## src/rtl/decode_pkg.sv

```systemverilog
// decode_pkg: opcodes, funct codes, control bit layout and the
// per-instruction decode table shared by the decode stage.
package decode_pkg;

  localparam int CONTROL_REG_SIZE = 8;

  localparam int CTL_REG_WE   = 0;
  localparam int CTL_I_TYPE   = 1;
  localparam int CTL_R_TYPE   = 2;
  localparam int CTL_J_TYPE   = 3;
  localparam int CTL_MEM_WE   = 4;
  localparam int CTL_MEM_WB   = 5;
  localparam int CTL_MEM_READ = 6;
  localparam int CTL_LINK     = 7;

  localparam logic [5:0] OP_RTYPE  = 6'h00;
  localparam logic [5:0] OP_REGIMM = 6'h01;
  localparam logic [5:0] OP_J      = 6'h02;
  localparam logic [5:0] OP_JAL    = 6'h03;
  localparam logic [5:0] OP_BEQ    = 6'h04;
  localparam logic [5:0] OP_BNE    = 6'h05;
  localparam logic [5:0] OP_BLEZ   = 6'h06;
  localparam logic [5:0] OP_BGTZ   = 6'h07;
  localparam logic [5:0] OP_ADDIU  = 6'h09;
  localparam logic [5:0] OP_SLTI   = 6'h0A;
  localparam logic [5:0] OP_ORI    = 6'h0D;
  localparam logic [5:0] OP_LUI    = 6'h0F;
  localparam logic [5:0] OP_LW     = 6'h23;
  localparam logic [5:0] OP_SW     = 6'h2B;

  localparam logic [5:0] FN_JR = 6'h08;

  typedef logic [CONTROL_REG_SIZE-1:0] ctrl_t;

  typedef struct packed {
    ctrl_t ctl;
    logic  wr_rt;
    logic  use_rs;
    logic  use_rt;
  } dec_t;

  typedef enum logic {
    RUN,
    HAZARD
  } state_t;

  function automatic dec_t decode(
    input logic [5:0] op,
    input logic [5:0] fn
  );
    dec_t d;
    d = '0;
    d.use_rs = !(op inside {OP_J, OP_JAL, OP_LUI});
    unique case (op)
      OP_RTYPE: begin
        d.ctl[CTL_R_TYPE] = 1'b1;
        d.ctl[CTL_REG_WE] = (fn != FN_JR);
        d.use_rt = 1'b1;
      end
      OP_ADDIU, OP_SLTI, OP_ORI, OP_LUI: begin
        d.ctl[CTL_REG_WE] = 1'b1;
        d.ctl[CTL_I_TYPE] = 1'b1;
        d.wr_rt = 1'b1;
      end
      OP_LW: begin
        d.ctl[CTL_REG_WE]   = 1'b1;
        d.ctl[CTL_I_TYPE]   = 1'b1;
        d.ctl[CTL_MEM_WB]   = 1'b1;
        d.ctl[CTL_MEM_READ] = 1'b1;
        d.wr_rt = 1'b1;
      end
      OP_SW: begin
        d.ctl[CTL_I_TYPE] = 1'b1;
        d.ctl[CTL_MEM_WE] = 1'b1;
        d.use_rt = 1'b1;
      end
      OP_J: d.ctl[CTL_J_TYPE] = 1'b1;
      OP_JAL: begin
        d.ctl[CTL_J_TYPE] = 1'b1;
        d.ctl[CTL_REG_WE] = 1'b1;
        d.ctl[CTL_LINK]   = 1'b1;
      end
      OP_BEQ, OP_BNE: begin
        d.ctl[CTL_I_TYPE] = 1'b1;
        d.use_rt = 1'b1;
      end
      OP_BLEZ, OP_BGTZ, OP_REGIMM:
        d.ctl[CTL_I_TYPE] = 1'b1;
      default: ;
    endcase
    return d;
  endfunction

endpackage

```

## src/rtl/decode_hazard_stage_if.sv

```systemverilog
// decode_hazard_stage_if: fetch-side inputs, downstream writer state
// and registered decode outputs of the decode stage.
interface decode_hazard_stage_if #(
  parameter int NUM_STAGES = 3,
  parameter int REG_AW = 5,
  parameter int DATA_W = 32
);
  import decode_pkg::*;

  logic [DATA_W-1:0]            insn;
  logic                         insn_valid;
  logic [DATA_W-1:0]            pc;
  logic [NUM_STAGES*REG_AW-1:0] stage_rd;
  logic [NUM_STAGES-1:0]        stage_we;
  logic [NUM_STAGES-1:0]        stage_is_load;
  logic                         hold_in;
  logic                         flush;

  logic [DATA_W-1:0]           pcOut;
  logic [DATA_W-1:0]           irOut;
  logic [CONTROL_REG_SIZE-1:0] control;
  logic [REG_AW-1:0]           rdOut;
  logic                        valid_out;
  logic [1:0]                  fwd_sel_rs;
  logic [1:0]                  fwd_sel_rt;
  logic                        stall;
  logic [15:0]                 stall_count;

  modport master (
    output insn, insn_valid, pc,
    output stage_rd, stage_we, stage_is_load,
    output hold_in, flush,
    input  pcOut, irOut, control, rdOut, valid_out,
    input  fwd_sel_rs, fwd_sel_rt, stall, stall_count
  );

  modport slave (
    input  insn, insn_valid, pc,
    input  stage_rd, stage_we, stage_is_load,
    input  hold_in, flush,
    output pcOut, irOut, control, rdOut, valid_out,
    output fwd_sel_rs, fwd_sel_rt, stall, stall_count
  );

endinterface

```

## src/rtl/decode_hazard_stage_hazard_match.sv

```systemverilog
// hazard_match: finds the nearest downstream stage writing a given
// source register; index 0 is nearest and wins.
module hazard_match #(
  parameter int NUM_STAGES = 3,
  parameter int REG_AW = 5,
  parameter int IDX_W = 2
) (
  input  logic [REG_AW-1:0]            src_i,
  input  logic [NUM_STAGES*REG_AW-1:0] stage_rd_i,
  input  logic [NUM_STAGES-1:0]        stage_we_i,
  input  logic [NUM_STAGES-1:0]        stage_is_load_i,
  output logic                         match_o,
  output logic [IDX_W-1:0]             idx_o,
  output logic                         load_o
);

  always_comb begin
    match_o = 1'b0;
    idx_o   = '0;
    load_o  = 1'b0;
    // Walk far to near so the nearest hit overwrites the rest.
    for (int k = NUM_STAGES - 1; k >= 0; k--) begin
      if (stage_we_i[k] &&
          stage_rd_i[k*REG_AW +: REG_AW] == src_i &&
          src_i != '0) begin
        match_o = 1'b1;
        idx_o   = IDX_W'(k);
        load_o  = stage_is_load_i[k];
      end
    end
  end

endmodule

```

## src/rtl/decode_hazard_stage.sv

```systemverilog
// decode_hazard_stage: MIPS-subset decode with RAW hazard stall logic.
// Define DECODE_FWD_EN to forward from writer stages instead of stalling.
module decode_hazard_stage
  import decode_pkg::*;
#(
  parameter int NUM_STAGES = 3,
  parameter int REG_AW = 5,
  parameter int DATA_W = 32
) (
  input logic clock,
  input logic reset,
  decode_hazard_stage_if.slave bus
);

  localparam int IDX_W =
    (NUM_STAGES > 1) ? $clog2(NUM_STAGES) : 1;

  logic [5:0]        op;
  logic [5:0]        fn;
  logic [REG_AW-1:0] rs;
  logic [REG_AW-1:0] rt;
  logic [REG_AW-1:0] rd_f;
  logic [REG_AW-1:0] rd_sel;
  dec_t              dec;
  logic              v;
  logic              hz;
  logic              rs_hz;
  logic              rt_hz;
  logic              rs_m;
  logic              rt_m;
  logic              rs_ld;
  logic              rt_ld;
  logic [IDX_W-1:0]  rs_idx;
  logic [IDX_W-1:0]  rt_idx;
  logic [1:0]        frs;
  logic [1:0]        frt;

  logic [DATA_W-1:0] pc_q, pc_d;
  logic [DATA_W-1:0] ir_q, ir_d;
  ctrl_t             ctl_q, ctl_d;
  logic [REG_AW-1:0] rd_q, rd_d;
  logic              vld_q, vld_d;
  logic [1:0]        frs_q, frs_d;
  logic [1:0]        frt_q, frt_d;
  logic [15:0]       cnt_q, cnt_d;
  state_t            state_q, state_d;

  assign op   = bus.insn[31:26];
  assign fn   = bus.insn[5:0];
  assign rs   = REG_AW'(bus.insn[25:21]);
  assign rt   = REG_AW'(bus.insn[20:16]);
  assign rd_f = REG_AW'(bus.insn[15:11]);
  assign dec  = decode(op, fn);
  assign v    = bus.insn_valid & (|bus.insn);

  always_comb begin
    rd_sel = '0;
    unique case (1'b1)
      dec.ctl[CTL_R_TYPE]: rd_sel = rd_f;
      dec.wr_rt:           rd_sel = rt;
      dec.ctl[CTL_LINK]:   rd_sel = REG_AW'(31);
      default: ;
    endcase
  end

  hazard_match #(
    .NUM_STAGES(NUM_STAGES),
    .REG_AW(REG_AW),
    .IDX_W(IDX_W)
  ) u_rs_match (
    .src_i(rs),
    .stage_rd_i(bus.stage_rd),
    .stage_we_i(bus.stage_we),
    .stage_is_load_i(bus.stage_is_load),
    .match_o(rs_m),
    .idx_o(rs_idx),
    .load_o(rs_ld)
  );

  hazard_match #(
    .NUM_STAGES(NUM_STAGES),
    .REG_AW(REG_AW),
    .IDX_W(IDX_W)
  ) u_rt_match (
    .src_i(rt),
    .stage_rd_i(bus.stage_rd),
    .stage_we_i(bus.stage_we),
    .stage_is_load_i(bus.stage_is_load),
    .match_o(rt_m),
    .idx_o(rt_idx),
    .load_o(rt_ld)
  );

`ifdef DECODE_FWD_EN
  // Only a load still in the nearest stage has no data to forward.
  assign rs_hz = dec.use_rs & rs_m & (rs_idx == '0) & rs_ld;
  assign rt_hz = dec.use_rt & rt_m & (rt_idx == '0) & rt_ld;
  assign frs = (dec.use_rs & rs_m) ? 2'(rs_idx) + 2'd1 : 2'd0;
  assign frt = (dec.use_rt & rt_m) ? 2'(rt_idx) + 2'd1 : 2'd0;
`else
  logic unused_match;
  assign unused_match = ^{rs_idx, rt_idx, rs_ld, rt_ld};
  assign rs_hz = dec.use_rs & rs_m;
  assign rt_hz = dec.use_rt & rt_m;
  assign frs = 2'd0;
  assign frt = 2'd0;
`endif

  assign hz = v & ~bus.flush & (rs_hz | rt_hz);
  assign bus.stall = ~reset & (bus.hold_in | hz);

  always_comb begin
    pc_d    = pc_q;
    ir_d    = ir_q;
    ctl_d   = ctl_q;
    rd_d    = rd_q;
    vld_d   = vld_q;
    frs_d   = frs_q;
    frt_d   = frt_q;
    cnt_d   = cnt_q;
    state_d = state_q;
    if (!bus.hold_in) begin
      if (hz || bus.flush || !v) begin
        ir_d  = '0;
        ctl_d = '0;
        rd_d  = '0;
        vld_d = 1'b0;
        frs_d = 2'd0;
        frt_d = 2'd0;
      end else begin
        pc_d  = bus.pc;
        ir_d  = bus.insn;
        ctl_d = dec.ctl;
        rd_d  = rd_sel;
        vld_d = 1'b1;
        frs_d = frs;
        frt_d = frt;
      end
      if (hz && cnt_q != 16'hFFFF) begin
        cnt_d = cnt_q + 16'd1;
      end
      if (bus.flush) begin
        state_d = RUN;
      end else begin
        unique case (state_q)
          RUN:    if (hz)  state_d = HAZARD;
          HAZARD: if (!hz) state_d = RUN;
          default: state_d = RUN;
        endcase
      end
    end
  end

  always_ff @(posedge clock) begin
    if (reset) begin
      pc_q    <= '0;
      ir_q    <= '0;
      ctl_q   <= '0;
      rd_q    <= '0;
      vld_q   <= 1'b0;
      frs_q   <= 2'd0;
      frt_q   <= 2'd0;
      cnt_q   <= '0;
      state_q <= RUN;
    end else begin
      pc_q    <= pc_d;
      ir_q    <= ir_d;
      ctl_q   <= ctl_d;
      rd_q    <= rd_d;
      vld_q   <= vld_d;
      frs_q   <= frs_d;
      frt_q   <= frt_d;
      cnt_q   <= cnt_d;
      state_q <= state_d;
    end
  end

  assign bus.pcOut       = pc_q;
  assign bus.irOut       = ir_q;
  assign bus.control     = ctl_q;
  assign bus.rdOut       = rd_q;
  assign bus.valid_out   = vld_q;
  assign bus.fwd_sel_rs  = frs_q;
  assign bus.fwd_sel_rt  = frt_q;
  assign bus.stall_count = cnt_q;

endmodule

```

## src/flat_wrapper.sv

```systemverilog
// flat-port wrapper written by rule: the top's interface ports become plain ports
module decode_hazard_stage_flat import decode_pkg::*;
#(
  parameter int NUM_STAGES = 3,
  parameter int REG_AW = 5,
  parameter int DATA_W = 32
)
  (clock, reset, bus_insn, bus_insn_valid, bus_pc, bus_stage_rd, bus_stage_we, bus_stage_is_load, bus_hold_in, bus_flush, bus_pcOut, bus_irOut, bus_control, bus_rdOut, bus_valid_out, bus_fwd_sel_rs, bus_fwd_sel_rt, bus_stall, bus_stall_count);
  decode_hazard_stage_if #(.NUM_STAGES(NUM_STAGES), .REG_AW(REG_AW), .DATA_W(DATA_W)) bus_i ();
  input logic clock;
  input logic reset;
  input wire logic [$bits(bus_i.insn)-1:0] bus_insn;
  input wire logic [$bits(bus_i.insn_valid)-1:0] bus_insn_valid;
  input wire logic [$bits(bus_i.pc)-1:0] bus_pc;
  input wire logic [$bits(bus_i.stage_rd)-1:0] bus_stage_rd;
  input wire logic [$bits(bus_i.stage_we)-1:0] bus_stage_we;
  input wire logic [$bits(bus_i.stage_is_load)-1:0] bus_stage_is_load;
  input wire logic [$bits(bus_i.hold_in)-1:0] bus_hold_in;
  input wire logic [$bits(bus_i.flush)-1:0] bus_flush;
  output wire logic [$bits(bus_i.pcOut)-1:0] bus_pcOut;
  output wire logic [$bits(bus_i.irOut)-1:0] bus_irOut;
  output wire logic [$bits(bus_i.control)-1:0] bus_control;
  output wire logic [$bits(bus_i.rdOut)-1:0] bus_rdOut;
  output wire logic [$bits(bus_i.valid_out)-1:0] bus_valid_out;
  output wire logic [$bits(bus_i.fwd_sel_rs)-1:0] bus_fwd_sel_rs;
  output wire logic [$bits(bus_i.fwd_sel_rt)-1:0] bus_fwd_sel_rt;
  output wire logic [$bits(bus_i.stall)-1:0] bus_stall;
  output wire logic [$bits(bus_i.stall_count)-1:0] bus_stall_count;
  assign bus_i.insn = bus_insn;
  assign bus_i.insn_valid = bus_insn_valid;
  assign bus_i.pc = bus_pc;
  assign bus_i.stage_rd = bus_stage_rd;
  assign bus_i.stage_we = bus_stage_we;
  assign bus_i.stage_is_load = bus_stage_is_load;
  assign bus_i.hold_in = bus_hold_in;
  assign bus_i.flush = bus_flush;
  assign bus_pcOut = bus_i.pcOut;
  assign bus_irOut = bus_i.irOut;
  assign bus_control = bus_i.control;
  assign bus_rdOut = bus_i.rdOut;
  assign bus_valid_out = bus_i.valid_out;
  assign bus_fwd_sel_rs = bus_i.fwd_sel_rs;
  assign bus_fwd_sel_rt = bus_i.fwd_sel_rt;
  assign bus_stall = bus_i.stall;
  assign bus_stall_count = bus_i.stall_count;
  decode_hazard_stage #(.NUM_STAGES(NUM_STAGES), .REG_AW(REG_AW), .DATA_W(DATA_W)) u_core (.clock(clock), .reset(reset), .bus(bus_i));
endmodule
```

## config.mk

```make
export PLATFORM = sky130hd
export DESIGN_NAME = decode_hazard_stage_flat
export DESIGN_NICKNAME = d
export VERILOG_FILES = /design/src/rtl/decode_pkg.sv /design/src/rtl/decode_hazard_stage_if.sv /design/src/rtl/decode_hazard_stage_hazard_match.sv /design/src/rtl/decode_hazard_stage.sv /design/src/flat_wrapper.sv
export SDC_FILE = /design/constraint.sdc
export NUM_CORES = 1
export LEC_CHECK = 0
export CORE_ASPECT_RATIO = 1.1
export CORE_MARGIN = 5
export CORE_UTILIZATION = 43
export CTS_CLUSTER_DIAMETER = 80
export DETAILED_ROUTE_END_ITERATION = 8
export MAX_ROUTING_LAYER = met4
export PLACE_DENSITY_LB_ADDON = 0.12
export SETUP_SLACK_MARGIN = 0.15
export SLEW_MARGIN = 40
export SYNTH_ARGS = -nofsm -noshare
export SYNTH_HDL_FRONTEND = slang
export SYNTH_HIERARCHICAL = 1
export SYNTH_SLANG_ARGS = --single-unit
```

## constraint.sdc

```tcl
create_clock -name clock -period 3.3 [get_ports clock]
set_input_delay 0.33 -clock clock [delete_from_list [all_inputs] [get_ports clock]]
set_output_delay 0.33 -clock clock [all_outputs]
set_load 0.005 [all_outputs]
```

==> impl_metrics.xml <==
<?xml version="1.0" encoding="UTF-8"?>
<metrics>
  <group name="timing">
    <metric name="clock_skew" unit="ns">0.00676</metric>
    <metric name="worst_slew_margin_rel" unit="">0.594</metric>
    <metric name="fin_crit" unit="ns">2.98</metric>
    <metric name="min_period_over_period" unit="">0.904</metric>
    <metric name="grt_setup_unrepaired" unit="">no</metric>
    <metric name="report.final.setup_viol" unit="">0</metric>
    <metric name="report.final.slew_viol_count" unit="">0</metric>
    <metric name="max_slew.worst_pin.slew" unit="ns">0.609</metric>
    <metric name="fin_setup_tns" unit="ns">0</metric>
    <metric name="timing_hold_violations_final" unit="">0</metric>
    <metric name="clock.fmax" unit="MHz">335</metric>
  </group>
  <group name="power">
    <metric name="switching_power_total" unit="uW">615</metric>
    <metric name="portion_of_total_power_attributed_to_the_clock_network" unit="">0.361</metric>
    <metric name="leakage" unit="nW">2.29</metric>
    <metric name="design_power_total" unit="mW">2.41</metric>
    <metric name="seq_power_share" unit="">0.480</metric>
    <metric name="power.share.combinational" unit="">0.159</metric>
    <metric name="max-vdd-ir-drop" unit="mV">0.199</metric>
    <metric name="power_switching_share" unit="">0.255</metric>
    <metric name="p_per_area" unit="nW/um^2">366</metric>
    <metric name="p_int" unit="mW">1.80</metric>
  </group>
  <group name="worst_hold_path">
    <metric name="timing.hold.worst.start" unit="">reset</metric>
    <metric name="min-delay-path-class" unit="">in -&gt; reg</metric>
  </group>
  <group name="layout">
    <metric name="final_layout_size_suffix_gt1_frac" unit="">0.0923</metric>
    <metric name="final_net_count" unit="">758</metric>
    <metric name="areaGrowthSynthToFinish" unit="%">52.3</metric>
    <metric name="n_antenna_cell" unit="">0</metric>
    <metric name="final.fill_count" unit="">819</metric>
    <metric name="final_util" unit="">0.670</metric>
  </group>
  <group name="clock_network">
    <metric name="cts.path.max_buffers" unit="">2</metric>
    <metric name="cts_sinks" unit="">93</metric>
    <metric name="tritoncts" unit="">done</metric>
    <metric name="clock_pin_slew_worst_setup_and_hold_paths" unit="ns">0.09</metric>
    <metric name="worst_skew_pair.late_latency" unit="ns">0.37</metric>
    <metric name="cts_root_buffer" unit="">clkbuf_8</metric>
    <metric name="cts_hold_repair.buffers" unit="">0</metric>
    <metric name="ctsHtreeMaxLevel" unit="">3</metric>
    <metric name="tritoncts.num_buffers" unit="">9</metric>
  </group>
  <group name="setup_path">
    <metric name="required_time_of_the_critical_path" unit="ns">2.97</metric>
    <metric name="cp-startpoint" unit="">bus_insn[19]</metric>
    <metric name="critical_path.max_fanout" unit="">5</metric>
    <metric name="critical_path_arrival" unit="ns">2.65</metric>
    <metric name="rr_startpoint" unit="">u_core/bus.stall_count[0]</metric>
    <metric name="worst_setup_path_start_kind" unit="">input pin</metric>
    <metric name="ff2ff_setup_slack" unit="ns">1.03</metric>
    <metric name="kind_of_end_point_of_the_critical_path" unit="">output pin</metric>
    <metric name="criticalPathCategory" unit="">in -&gt; out</metric>
  </group>
  <group name="synthesis">
    <metric name="syn-cell-area" unit="um^2">4330</metric>
    <metric name="postSynthCellCount" unit="">485</metric>
    <metric name="synth_warn" unit="">6</metric>
    <metric name="synth.avg_cell_area" unit="um^2">8.93</metric>
  </group>
  <group name="die">
    <metric name="fp-row-count" unit="">38</metric>
    <metric name="effective_utilization_at_floorplan" unit="">0.440</metric>
    <metric name="die_width" unit="um">106</metric>
    <metric name="coreArea" unit="um^2">9840</metric>
    <metric name="die_height" unit="um">115</metric>
    <metric name="ios" unit="">189</metric>
    <metric name="die_area" unit="um^2">12200</metric>
  </group>
  <group name="detailed_routing">
    <metric name="drt_pre_antenna_iters" unit="">4</metric>
    <metric name="detail-route-antenna-nets" unit="">0</metric>
    <metric name="met2_wirelength" unit="um">6820</metric>
    <metric name="route.final.wire_length" unit="um">13800</metric>
    <metric name="routed_via_density" unit="">5.66</metric>
    <metric name="drc" unit="">0</metric>
    <metric name="m1WireLength" unit="um">5760</metric>
    <metric name="num_vias" unit="">4479</metric>
    <metric name="route.met3.wl" unit="um">935</metric>
    <metric name="route.top_layer_used" unit="">met4</metric>
    <metric name="avgRoutedWirePerCell" unit="um">17.5</metric>
    <metric name="drt_first_iter_violations" unit="">264</metric>
  </group>
  <group name="grt">
    <metric name="maximum_number_of_pins_on_one_net_before_global_route_repair" unit="">60</metric>
    <metric name="first_pass_grt_wire_length" unit="um">21800</metric>
    <metric name="grt_antenna_before_repair" unit="">0</metric>
    <metric name="first_global_vias" unit="">4381</metric>
    <metric name="globalRouteTotalUtil" unit="">0.227</metric>
    <metric name="global_route.overflow_total" unit="">0</metric>
  </group>
  <group name="status">
    <metric name="run_status" unit="">complete, no violations</metric>
  </group>
  <group name="job">
    <metric name="timing.max_cap.violations" unit="">0</metric>
  </group>
  <group name="place">
    <metric name="place_congestion" unit="">0.892</metric>
    <metric name="port_buffers" unit="">181</metric>
    <metric name="dpl.hpwl" unit="um">10100</metric>
  </group>
</metrics>
-- critical path: stages --
cell,delay [ns]
clkdlybuf4s50_1,0.54
buf_4,0.18
xnor2_1,0.12
nand4_1,0.10
nor3_1,0.15
nor2_1,0.07
nand2_1,0.07
nand2_1,0.11
o32a_2,0.22
or3_1,0.34
a21oi_1,0.16
clkdlybuf4s15_1,0.26
-- through the flow --
stage,hold slack (ns),instances,instance area [um^2],setup slack [ns]
floorplan,0.449,488,4340,1.02
global placement,0.436,774,6340,-0.135
detailed placement,0.449,776,6370,-0.142
CTS,0.457,792,6590,0.304
global route,0.492,792,6590,0.164
finish,0.464,792,6590,0.318
-- power by group through the flow --
stage / Sequential, mW / Combinational (mW) / Clock (mW)
after floorplan: 1.19 / 0.148 / 0
after global placement: 1.18 / 0.374 / 0
after detailed placement: 1.18 / 0.385 / 0
after CTS: 1.16 / 0.383 / 0.889
after global routing: 1.16 / 0.411 / 0.939
final: 1.16 / 0.383 / 0.870
-- cell type report --
class	count	area [um^2]	area share
timing repair buffer	213	2070	0.313
sequential	93	1860	0.282
clock inverter	7	105	0.0159
tap	120	150	0.0228
inverter	5	18.8	0.00285
multi-input combinational	345	2270	0.344
clock buffer	9	124	0.0188
-- state kept, by name (all words and copies together) (netlist names) --
register / cells
u_core/bus.control: 7
u_core/bus.irOut: 32
u_core/bus.pcOut: 32
u_core/bus.rdOut: 5
u_core/bus.stall_count: 16
u_core/bus.valid_out: 1
-- layer usage --
layer	global-route usage	up-vias
met5	-	-
met4	0.0855	0
met3	0.0573	26
met2	0.368	176
met1	0.275	2110
li1	-	2167
-- cells in the final DEF (no fill, tap or decap), types with 4 or more instances in the layout --
cell             count
a221oi_1             5
dfxtp_1             93
a21oi_1             46
dlygate4sd2_1        9
nand2_1             19
nand2b_1             5
o31ai_1             10
clkbuf_8             9
and3_1               4
xnor2_1             26
nor3_1              12
o21ai_1             32
nor2_1              14
a22o_1              36
nand3_1             40
buf_4               30
conb_1               4
nor2b_1              5
nand4_1             16
xor2_1               4
nor4_1               9
inv_1                5
or4_1               12
o21ai_0              5
mux2_1               4
clkdlybuf4s50_1    170
-- what timing repair did --
action                                  in CTS  in global routing
endpoints found under the hold margin        0                  0
setup buffers                                0                  0
resized for setup                           10                  1
endpoints found under the setup margin       1                  1
-- final timing paths --
check / endpoint / cells past startpoint
max: bus_stall / 12
min: u_core/bus.valid_out / 2
max reg2reg: u_core/bus.stall_count[12] / 6
min reg2reg: u_core/bus.rdOut[1] / 2
Power figures use the tool's default switching activity.
